## src/rtl/adv_i2c_config_sequencer.sv

```systemverilog
// Feeds the 24-bit I2C write master one {slave,reg,data} word at a time from the
// fixed HDMI transmitter register table, with per-entry retry and hot-plug restart.
//
// state    | meaning
// STARTUP  | power-up delay after reset
// WAIT_HPD | idle until the sink is plugged in
// LOAD     | latch current table entry onto i2cData
// GO       | raise i2cGo, clear watchdog
// WAIT     | hold i2cGo until i2cDone or watchdog expiry
// NEXT     | advance to the next entry or finish
// RETRY    | count the failed attempt, give up after MAX_RETRIES
// BACKOFF  | pause RETRY_CYCLES before re-sending the same entry
// DONE     | whole table written successfully
// FAIL     | an entry exhausted its retries
module adv_i2c_config_sequencer #(
  parameter logic [7:0] SLAVE_ADDR     = 8'h72,
  parameter int         STARTUP_CYCLES = 1_000_000,
  parameter int         RETRY_CYCLES   = 50_000,
  parameter int         MAX_RETRIES    = 3,
  parameter int         TIMEOUT_CYCLES = 100_000
) (
  input  logic        refClock,
  input  logic        reset,
  input  logic        hpd,
  input  logic        start,
  output logic [23:0] i2cData,
  output logic        i2cGo,
  input  logic        i2cDone,
  input  logic        i2cAckErr,
  output logic [3:0]  regIndex,
  output logic        busy,
  output logic        configDone,
  output logic        configError
);

  localparam int NUM_REGS = 12;
  localparam int SU_W     = $clog2(STARTUP_CYCLES + 1);
  localparam int BO_W     = $clog2(RETRY_CYCLES + 1);
  localparam int WD_W     = $clog2(TIMEOUT_CYCLES + 1);
  localparam int RT_W     = $clog2(MAX_RETRIES + 1);

  typedef enum logic [3:0] {
    STARTUP,
    WAIT_HPD,
    LOAD,
    GO,
    WAIT,
    NEXT,
    RETRY,
    BACKOFF,
    DONE,
    FAIL
  } stateType;

  stateType        state;
  stateType        nextState;
  logic            hpdMeta;
  logic            hpdS;
  logic            hpdSDly;
  logic            hpdRise;
  logic            restart;
  logic            lastEntry;
  logic [15:0]     tableWord;
  logic [SU_W-1:0] startupCnt;
  logic [BO_W-1:0] backoffCnt;
  logic [WD_W-1:0] watchdogCnt;
  logic [RT_W-1:0] retryCnt;

  assign hpdRise   = hpdS & ~hpdSDly;
  assign restart   = hpdRise | start;
  assign lastEntry = (regIndex == 4'(NUM_REGS - 1));
  assign i2cGo     = (state == GO) || (state == WAIT);

  always_comb begin
    case (regIndex)
      4'd0:    tableWord = 16'h4110;
      4'd1:    tableWord = 16'h9803;
      4'd2:    tableWord = 16'h9AE0;
      4'd3:    tableWord = 16'h9C30;
      4'd4:    tableWord = 16'h9D61;
      4'd5:    tableWord = 16'hA2A4;
      4'd6:    tableWord = 16'hA3A4;
      4'd7:    tableWord = 16'hE0D0;
      4'd8:    tableWord = 16'hF900;
      4'd9:    tableWord = 16'h1500;
      4'd10:   tableWord = 16'h1630;
      4'd11:   tableWord = 16'h1846;
      default: tableWord = 16'h0000;
    endcase
  end

  always_ff @(posedge refClock or posedge reset) begin
    if (reset) begin
      state <= STARTUP;
    end else begin
      state <= nextState;
    end
  end

  always_comb begin
    nextState = state;
    case (state)
      STARTUP: begin
        if (startupCnt == SU_W'(STARTUP_CYCLES - 1)) nextState = WAIT_HPD;
      end
      WAIT_HPD: begin
        if (hpdS) nextState = LOAD;
      end
      LOAD: begin
        nextState = hpdS ? GO : WAIT_HPD;
      end
      GO: begin
        nextState = hpdS ? WAIT : WAIT_HPD;
      end
      WAIT: begin
        // An in-flight write is never abandoned on HPD loss; i2cDone wins over expiry.
        if (i2cDone) begin
          if (!hpdS)          nextState = WAIT_HPD;
          else if (i2cAckErr) nextState = RETRY;
          else                nextState = NEXT;
        end else if (watchdogCnt == WD_W'(TIMEOUT_CYCLES - 1)) begin
          nextState = hpdS ? RETRY : WAIT_HPD;
        end
      end
      NEXT: begin
        nextState = lastEntry ? DONE : LOAD;
      end
      RETRY: begin
        if (!hpdS)                              nextState = WAIT_HPD;
        else if (retryCnt == RT_W'(MAX_RETRIES)) nextState = FAIL;
        else                                    nextState = BACKOFF;
      end
      BACKOFF: begin
        if (!hpdS)                                        nextState = WAIT_HPD;
        else if (backoffCnt == BO_W'(RETRY_CYCLES - 1)) nextState = LOAD;
      end
      DONE: begin
        if (!hpdS)        nextState = WAIT_HPD;
        else if (restart) nextState = LOAD;
      end
      FAIL: begin
        if (restart) nextState = LOAD;
      end
      default: nextState = STARTUP;
    endcase
  end

  always_ff @(posedge refClock or posedge reset) begin
    if (reset) begin
      hpdMeta     <= 1'b0;
      hpdS        <= 1'b0;
      hpdSDly     <= 1'b0;
      i2cData     <= '0;
      regIndex    <= '0;
      busy        <= 1'b0;
      configDone  <= 1'b0;
      configError <= 1'b0;
      startupCnt  <= '0;
      backoffCnt  <= '0;
      watchdogCnt <= '0;
      retryCnt    <= '0;
    end else begin
      hpdMeta <= hpd;
      hpdS    <= hpdMeta;
      hpdSDly <= hpdS;

      case (state)
        STARTUP: startupCnt <= startupCnt + SU_W'(1);
        WAIT_HPD, DONE, FAIL: begin
          if (nextState == LOAD) begin
            regIndex    <= '0;
            retryCnt    <= '0;
            busy        <= 1'b1;
            configDone  <= 1'b0;
            configError <= 1'b0;
          end
        end
        LOAD: i2cData <= {SLAVE_ADDR, tableWord};
        GO:   watchdogCnt <= '0;
        WAIT: watchdogCnt <= watchdogCnt + WD_W'(1);
        NEXT: begin
          if (!lastEntry) begin
            regIndex <= regIndex + 4'd1;
            retryCnt <= '0;
          end
        end
        RETRY: begin
          backoffCnt <= '0;
          if (nextState == BACKOFF) retryCnt <= retryCnt + RT_W'(1);
        end
        BACKOFF: backoffCnt <= backoffCnt + BO_W'(1);
        default: ;
      endcase

      if ((nextState == WAIT_HPD) && (state != STARTUP) && (state != WAIT_HPD)) begin
        busy       <= 1'b0;
        configDone <= 1'b0;
      end
      if ((state == NEXT) && (nextState == DONE)) begin
        configDone <= 1'b1;
        busy       <= 1'b0;
      end
      if ((state == RETRY) && (nextState == FAIL)) begin
        configError <= 1'b1;
        busy        <= 1'b0;
      end
    end
  end

endmodule

```

## config.mk

```make
export PLATFORM = sky130hd
export DESIGN_NAME = adv_i2c_config_sequencer
export DESIGN_NICKNAME = d
export VERILOG_FILES = /design/src/rtl/adv_i2c_config_sequencer.sv
export SDC_FILE = /design/constraint.sdc
export NUM_CORES = 1
export LEC_CHECK = 0
export ABC_AREA = 1
export CAP_MARGIN = 20
export CORE_MARGIN = 10
export CORE_UTILIZATION = 60
export CTS_BUF_LIST = sky130_fd_sc_hd__clkbuf_4 sky130_fd_sc_hd__clkbuf_8
export DETAILED_ROUTE_END_ITERATION = 12
export GPL_TIMING_DRIVEN = 0
export MAX_ROUTING_LAYER = met4
export PLACE_DENSITY = 0.9
export SKIP_CTS_REPAIR_TIMING = 1
export SYNTH_ARGS = -nofsm -noshare
export SYNTH_HDL_FRONTEND = slang
export SYNTH_SLANG_ARGS = --single-unit
```

## constraint.sdc

```tcl
create_clock -name refClock -period 3.3 [get_ports refClock]
set_clock_uncertainty 0.1 [all_clocks]
set_input_delay 0.33 -clock refClock [delete_from_list [all_inputs] [get_ports refClock]]
set_output_delay 0.33 -clock refClock [all_outputs]
set_load 0.05 [all_outputs]
```

# After elaboration in Yosys (flattened, before gate mapping)
# Memories as Yosys holds them, arrays and structs flattened. A register that Yosys moved wholly into a read port is not among the register bits.
# Index checks and enable logic that the tools add are counted.
word_totals:
  regBits: 86
  romBits: 240
  input_bits: 6
  elab_cells: 104
  memories: 1
classes:
  add_sub_neg: 5
  eq_ne: 23
  muxes: 36
  bitwise_logic: 3
  reduce_logical: 23
memory_table:
  columns: ["memory", "depth", "word_bits", "rd", "rd_ports_with_merged_regs", "write_ports", "line", "text"]
  rows:
  - ["(name not given)", 16, 15, 1, 1, 0, "75", "case (regIndex)"]
op_table:
  columns: ["op", "count"]
  rows:
  - ["4-bit 2-to-1 mux", 13]
  - ["4-bit case mux with 10 select lines", 1]
  - ["17-bit case mux with 2 select lines", 1]
  - ["16-bit case mux with 2 select lines", 1]
  - ["20-bit by 1-bit adder with 20-bit output (second input constant)", 1]
  - ["20-bit equality test (second input constant)", 1]
  - ["4-bit by 3-bit equality test with 1-bit output (second input constant)", 5]
  - ["4-bit equality test (second input constant)", 5]
  - ["17-bit by 1-bit adder with 17-bit output (second input constant)", 1]
  - ["17-bit equality test (second input constant)", 1]
  - ["16-bit by 1-bit adder with 16-bit output (second input constant)", 1]
  - ["16-bit equality test (second input constant)", 1]
  - ["4-bit by 2-bit equality test with 1-bit output (second input constant)", 3]
  - ["4-bit nonzero test", 3]
  - ["1-bit 2-to-1 mux", 10]
  - ["2-bit 2-to-1 mux", 5]
  - ["2-bit nonzero test", 5]
  - ["3-bit 2-to-1 mux", 3]
  - ["3-bit nonzero test", 3]
  - ["4-bit by 1-bit equality test with 1-bit output (second input constant)", 2]
  - ["4-bit case mux with 2 select lines", 1]
  - ["2-bit inequality test (second input constant)", 3]
  - ["2-bit case mux with 3 select lines", 1]
  - ["2-bit AND reduction", 3]
  - ["13 further kinds", 16]

# Depth between registers and ports, before layout
# Gate-level depths: netlist of run 1.
depth:
  word_depth: 12
  ltp_mapped: 15
  ltp_nobuf: 15

# Worst setup path before layout of run 1
# OpenSTA, ideal clock, no wires.
synth_timing:
  path_kind: "register to register"
  start: "register regIndex[0]"
  end: "register busy"
  arrival_ns: 1.858
  t_required_ns: 3.078
  setup_slack_ns: 1.220
  path_stages_with_launch: 11
  synth_period_minus_slack_ns: 2.080
  cell_sequence: "dfrtp_1 ha_1 nand2_1 nand2_2 nand3_1 nor2_1 nand2_4 inv_1 nand3_1 o21bai_1 nor2_1"
synth_between:
  elab_chain_len: 9
  word_cells_on_any_way: 17
synth_rtl:
  columns: ["element", "line", "text"]
  rows:
  - ["start: declaration", "30", "output logic [3:0] regIndex,"]
  - ["start signal: assignment", "183", "regIndex <= regIndex + 4'd1;"]
  - ["4-bit equality test (*)", "71", "assign lastEntry = (regIndex == 4'(NUM_REGS - 1));"]
  - ["4-bit 2-to-1 mux (*)", "126", "nextState = lastEntry ? DONE : LOAD;"]
  - ["4-bit case mux with 10 select lines (*)", "102", "case (state)"]
  - ["via nextState[1]", "56", "stateType nextState;"]
  - ["4-bit by 1-bit equality test with 1-bit output", "195", "if ((nextState == WAIT_HPD) && (state != STARTUP) && (state != WAIT_HPD)) begin"]
  - ["1-bit logical AND (2 in series)", "195", null]
  - ["1-bit 2-to-1 mux", "195", null]
  - ["1-bit 2-to-1 mux", "199", "if ((state == NEXT) && (nextState == DONE)) begin"]
  - ["1-bit 2-to-1 mux", "203", "if ((state == RETRY) && (nextState == FAIL)) begin"]
  - ["end signal: assignment", "196", "busy <= 1'b0;"]
  - ["end signal: assignment", "201", "busy <= 1'b0;"]
  - ["end signal: assignment", "205", "busy <= 1'b0;"]
  - ["end: declaration", "31", "output logic busy,"]
# Mark *: on every way through the listed nets, which the timed path passes. The rest lies on a longest branch.
# A chain may end at the register's enable or synchronous reset.

# Worst setup path in the final report of run 1
layout_timing:
  start: "register state[0]"
  end: "output i2cGo"
layout_between:
  elab_chain_len: 2
  word_cells_on_any_way: 3
layout_rtl:
  columns: ["element", "line", "text"]
  rows:
  - ["start: declaration", "55", "stateType state;"]
  - ["start signal: assignment", "96", "state <= nextState;"]
  - ["4-bit by 2-bit equality test with 1-bit output or 4-bit by 3-bit equality test with 1-bit output (tied branches)", "72", "assign i2cGo = (state == GO) || (state == WAIT);"]
  - ["1-bit logical OR (*)", "72", null]
  - ["end: declaration", "27", "output logic i2cGo,"]
# Every way passes the cells marked *; elsewhere a longest branch is shown, timed or not.

==> metrics.cfg, run 1 <==
[status]
status = complete, no violations

[clock_network]
numCtsBuffers = 9
cts-root-buf = clkbuf_8
clk_path_buf_depth = 2
clk_latency_ns = 0.36
cts_htree_levels = 3
cts.clk_slew.worst_paths_ns = 0.09
cts.sinks = 85
cts_tree = built

[synth]
synth_top_family_by_area = simple AND/OR/NAND/NOR gates
synth_top_area_share_pct = 45.7
ys_ff_latch = 85
postSynthCellCount = 567
seq_area_frac_synth_pct = 45.7
synth_area_per_cell_sq_um = 8.21
synth_flop_cell = dfrtp_1
synth_area_sq_um = 4650
synth_top_area_cell = dfrtp_1
ys_async_sr_fraction_pct = 100
synth_mux_area_share_pct = 0.215
ys_types = 46
yosys.area_share.simple_pct = 28.5
synthTopCellsByArea = dfrtp_1 (46%), nand2_1 (9.9%), nor2_1 (5.6%), inv_1 (5.2%), nand3_1 (4.0%)
synthAdderAreaFrac_pct = 2.69
ys.warnings.count = 0
synth_compound_area_share_pct = 10.7
synth-xor-area-share_pct = 4.33
synth_edf_count = 0

[power_and_ir_drop]
power_mw = 3.70
power_density_nw_per_um2 = 695
ir_drop_mv = 0.334
p_leak_nw = 2.57

[critical_path]
critPathLaunch = state[0]
worst_r2r_endpoint = retryCnt[0]
cp_slowest_cell = clkdlybuf4s50_1
worstReg2RegStart = watchdogCnt[0]
start_kind = flop
arrival_ns = 2.53
required_ns = 2.87
reg2reg_slack_ns = 1.20
cp-end-kind = output pin
worst-path-max-fanout = 9
crit_chain = buf_6 > nor2_4 > inv_1 > nor2_4 > nor2_1 > inv_1 > clkdlybuf4s50_1
max_stage_delay_ns = 0.83
crit_type = flop to output pin
rr_worst_depth = 15

[routing]
drc = 0
wirelength_um = 9750
avgRoutedWirePerCell_um = 13.5
drt_pass1_iterations = 5
avgViaCountPerCell = 5.44
antenna_left = 0
drt-initial-drc-count = 196
vias = 3925

[floorplanning]
die-height_um = 108
start_util_pct = 60.9
coreArea_sq_um = 7650
die_w_um = 108
io_pins = 38
fp.dieArea_sq_um = 11700
fp-row-count = 32

[global_route]
overflow = 0
grt_pass1_vias = 3850
track_usage_pct = 17.5
grt_pass1_wl_um = 16600
grt_max_degree = 53
antenna_found_initial = 0

[sta]
hold_violations = 0
finalCritPeriodShare_pct = 89.6
worst_pin_slew_ns = 0.519
setup_viol = 0
grt_setup_unrepaired = false
whs_ns = 0.227
report.final.slew_viol_count = 0
fmax_ghz = 0.338
finalCriticalPeriod_ns = 2.96
slew_headroom_pct = 65.2
fin_setup_tns_ns = 0

[cells_and_area]
drive_above_1_share_pct = 10.5
final_util_pct = 69.7
layoutNonFillerInstCount = 722
antenna_cells_inserted = 0
area_delta_synth_final_pct = 14.5
finalNetCount = 631

[place]
place_inst = 706
place.port_buffers = 32
place_congestion = 0.899
dpl.hpwl_um = 7310

[run]
cap_viol_max_count = 0

[worst_hold_path]
hp-class = input pin to async pin

## sequential cells by signal, indices dropped and copies added (netlist names)
| name | count |
|---|---|
| hpdSDly | 1 |
| retryCnt | 2 |
| regIndex | 4 |
| startupCnt | 20 |
| backoffCnt | 16 |
| configDone | 1 |
| hpdMeta | 1 |
| watchdogCnt | 17 |
| state | 4 |
| configError | 1 |
| i2cData | 16 |
| hpdS | 1 |
| busy | 1 |
## power breakdown
part           internal [mW]  switching, mW  leakage (nW)
sequential              1.24          0.177          1.13
clock                  0.283          0.401        0.0906
combinational          0.522           1.08          1.35
total                   2.04           1.66          2.57
## Yosys cell counts, types with 3 or more instances
master	n
a21oi_1	21
a31oi_1	7
a32o_1	3
buf_4	9
clkbuf_1	4
dfrtp_1	85
ha_1	10
inv_1	65
inv_2	6
nand2_1	123
nand2_2	4
nand3_1	37
nand4_1	7
nor2_1	70
nor2_2	4
nor2_4	6
nor3_1	8
o211ai_1	4
o21ai_0	26
o22ai_1	5
o31ai_1	5
or2_2	3
xnor2_1	8
xor2_1	15
## cells in the final DEF (no fill, tap or decap), types with 7 or more instances in the layout
cell	instances
nand2_1	123
dfrtp_1	85
nor2_1	70
inv_1	64
nand3_1	37
clkdlybuf4s50_1	32
o21ai_0	26
a21oi_1	21
xor2_1	15
ha_1	10
buf_4	9
clkbuf_8	9
nor3_1	8
xnor2_1	8
a31oi_1	7
nand4_1	7
## kinds of logic (layout without fill, tap and decap cells)
kind of cell,after synthesis,in the layout
AOI/OAI and AO/OA,83,83
xor gates and xnor gates,23,23
adders and majority gates,10,10
buffers and inverters,86,135
DFF,85,85
muxes,1,1
other,1,5
and+or+nand+nor,278,278
## layout make-up
type | count | area [sq um]
inverters | 72 | 273
repair buffers | 33 | 348
clock buffers | 9 | 124
plain buffers | 14 | 93.8
flip-flops and latches | 85 | 2130
clock inverters | 7 | 56.3
multi-input cells | 400 | 2180
well taps | 102 | 128
fillers | 606 | 2320
## worst max path at each step
stage | to | slack, ns | cells past startpoint
after detailed placement | i2cGo | 0.71 | 7
after CTS | i2cGo | 0.31 | 7
final | i2cGo | 0.34 | 7
after global placement | watchdogCnt[9] | -0.58 | 2
after floorplan | backoffCnt[0] | 0.68 | 1
after global routing | i2cGo | 0.19 | 7
## critical path: cells and delay by family, from the launching register on
family	cells	cell delay [ns]
buffers and inverters	4	1.24
DFF	1	0.39
and+or+nand+nor	3	0.55
## through the flow
| step | area, sq um | worst slack [ns] |
|---|---|---|
| after floorplan | 4670 | 0.677 |
| after global placement | 5120 | -0.581 |
| after detailed placement | 5150 | 0.712 |
| after CTS | 5330 | 0.307 |
| after global routing | 5330 | 0.187 |
| final | 5330 | 0.342 |
## layer usage
| layer | vias up | wire, um | global-route usage [%] |
|---|---|---|---|
| li1 | 1936 | - | - |
| met1 | 1875 | 4130 | 19.9 |
| met2 | 103 | 4970 | 30.1 |
| met4 | 0 | 73 | 5.34 |
| met5 | - | 0 | - |
| met3 | 11 | 572 | 3.93 |
Power figures use the tool's default switching activity.
==> run 2, diff against run 1 <==
Settings changed: MAX_ROUTING_LAYER met4 to unset.
==> metrics.cfg, run 2 (same netlist as run 1, synthesis figures left out) <==
[global_route]
grt_pass1_vias = 3807
grtUsageMet3_pct = 3.57
gr-usage-met2_pct = 29.4
antenna_found_initial = 0
overflow = 0
grt_max_degree = 54
track_usage_pct = 17.6
top_usage_layer = met2
grt_pass1_wl_um = 17000
grtUsageMet1_pct = 21.4

[routing]
drt-initial-drc-count = 197
drt_pass1_iterations = 5
avgViaCountPerCell = 5.45
drc = 0
vias = 3932
avgRoutedWirePerCell_um = 13.8
wirelength_um = 9960
antenna_left = 0

[clock_network]
cts-root-buf = clkbuf_8
clk_latency_ns = 0.37
numCtsBuffers = 9
cts_htree_levels = 3
clk_path_buf_depth = 2
cts.sinks = 85
cts_tree = built
cts.clk_slew.worst_paths_ns = 0.09

[floorplanning]
coreArea_sq_um = 7650
start_util_pct = 60.9
io_pins = 38
die_w_um = 108
die-height_um = 108
fp.dieArea_sq_um = 11700
fp-row-count = 32

[sta]
finalCriticalPeriod_ns = 2.99
worst_pin_slew_ns = 0.545
grt_setup_unrepaired = false
report.final.slew_viol_count = 0
finalCritPeriodShare_pct = 90.7
whs_ns = 0.219
hold_violations = 0
fmax_ghz = 0.334
setup_viol = 0
worst_slack_ns = 0.305
slew_headroom_pct = 63.5
fin_setup_tns_ns = 0

[place]
place_congestion = 0.905
place_area_sq_um = 5150
dp_slack_ns = 0.675
place.port_buffers = 32
place_inst = 706
dpl.hpwl_um = 7320

[cells_and_area]
area_delta_synth_final_pct = 15.1
fin_area_sq_um = 5360
final_common_cell = nand2_1
final_cell_mix = nand2_1 (123), dfrtp_1 (85), nor2_1 (70), inv_1 (64), nand3_1 (37)
largest_register_ffs = 20
final_util_pct = 70.0
layoutNonFillerInstCount = 722
top_register = startupCnt
fillers = 590
drive_above_1_share_pct = 10.5
reg_top3 = startupCnt: 20 flops, watchdogCnt: 17 flops
antenna_cells_inserted = 0
finalNetCount = 631

[status]
status = complete, no violations

[critical_path]
required_ns = 2.87
cp_slowest_cell = clkdlybuf4s50_1
arrival_ns = 2.56
crit_type = flop to output pin
max_stage_delay_ns = 0.83
crit_chain = buf_6 > nor2_4 > inv_1 > nor2_4 > nor2_1 > inv_1 > clkdlybuf4s50_1
cp-end-kind = output pin
worst-path-max-fanout = 9
start_kind = flop

[power_and_ir_drop]
power_density_nw_per_um2 = 707
p_leak_nw = 2.57
power_mw = 3.78
ir_drop_mv = 0.403

[worst_hold_path]
hp-class = input pin to async pin

[run]
cap_viol_max_count = 0

==> run 2: cell types whose count changed in the layout (fill, tap and decap cells not counted), sizes merged <==
cell      previous run  this run
clkinvlp             1         3
clkbuf              13        14
clkinv               4         2
bufinv               0         1
inv                 74        72
==> run 2: critical path, delay by kind of cell, from the launching register on <==
family,cells,cell delay (ns)
buffers and inverters,4,1.25
AND/OR/NAND/NOR,3,0.56
flip-flops,1,0.39
==> run 2: power by group <==
group	switching (mW)	leakage, nW	total (mW)	internal (mW)
Combinational	1.09	1.35	1.61	0.522
Clock	0.392	0.0951	0.766	0.374
Sequential	0.173	1.13	1.41	1.24
Total	1.65	2.57	3.78	2.13
==> run 2: final cells by class <==
type / instances / area, sq um / share of cell area [%]
Multi-Input combinational cell: 400 / 2180 / 40.7
Timing Repair Buffer: 33 / 348 / 6.50
Clock buffer: 10 / 138 / 2.57
Inverter: 72 / 273 / 5.09
Buffer: 14 / 93.8 / 1.75
Sequential cell: 85 / 2130 / 39.7
Tap cell: 102 / 128 / 2.38
Clock inverter: 6 / 70.1 / 1.31
==> run 2: worst paths after layout <==
| kind | startpoint | end | slack [ns] | cells past startpoint |
|---|---|---|---|---|
| max | state[0] | i2cGo | 0.31 | 7 |
| min | reset | backoffCnt[7] | 0.22 | 2 |
| max reg2reg | watchdogCnt[0] | retryCnt[1] | 1.14 | 15 |
| min reg2reg | hpdMeta | hpdS | 0.26 | 0 |
| max in group asynchronous | reset | i2cData[17] | 2.29 | 3 |
| min in group refClock | hpdMeta | hpdS | 0.26 | 0 |
==> run 2: layer usage <==
layer | vias up | routed length, um
met4 | 0 | 177
met3 | 17 | 614
met5 | - | 0
met1 | 1861 | 4200
met2 | 117 | 4980
li1 | 1937 | -
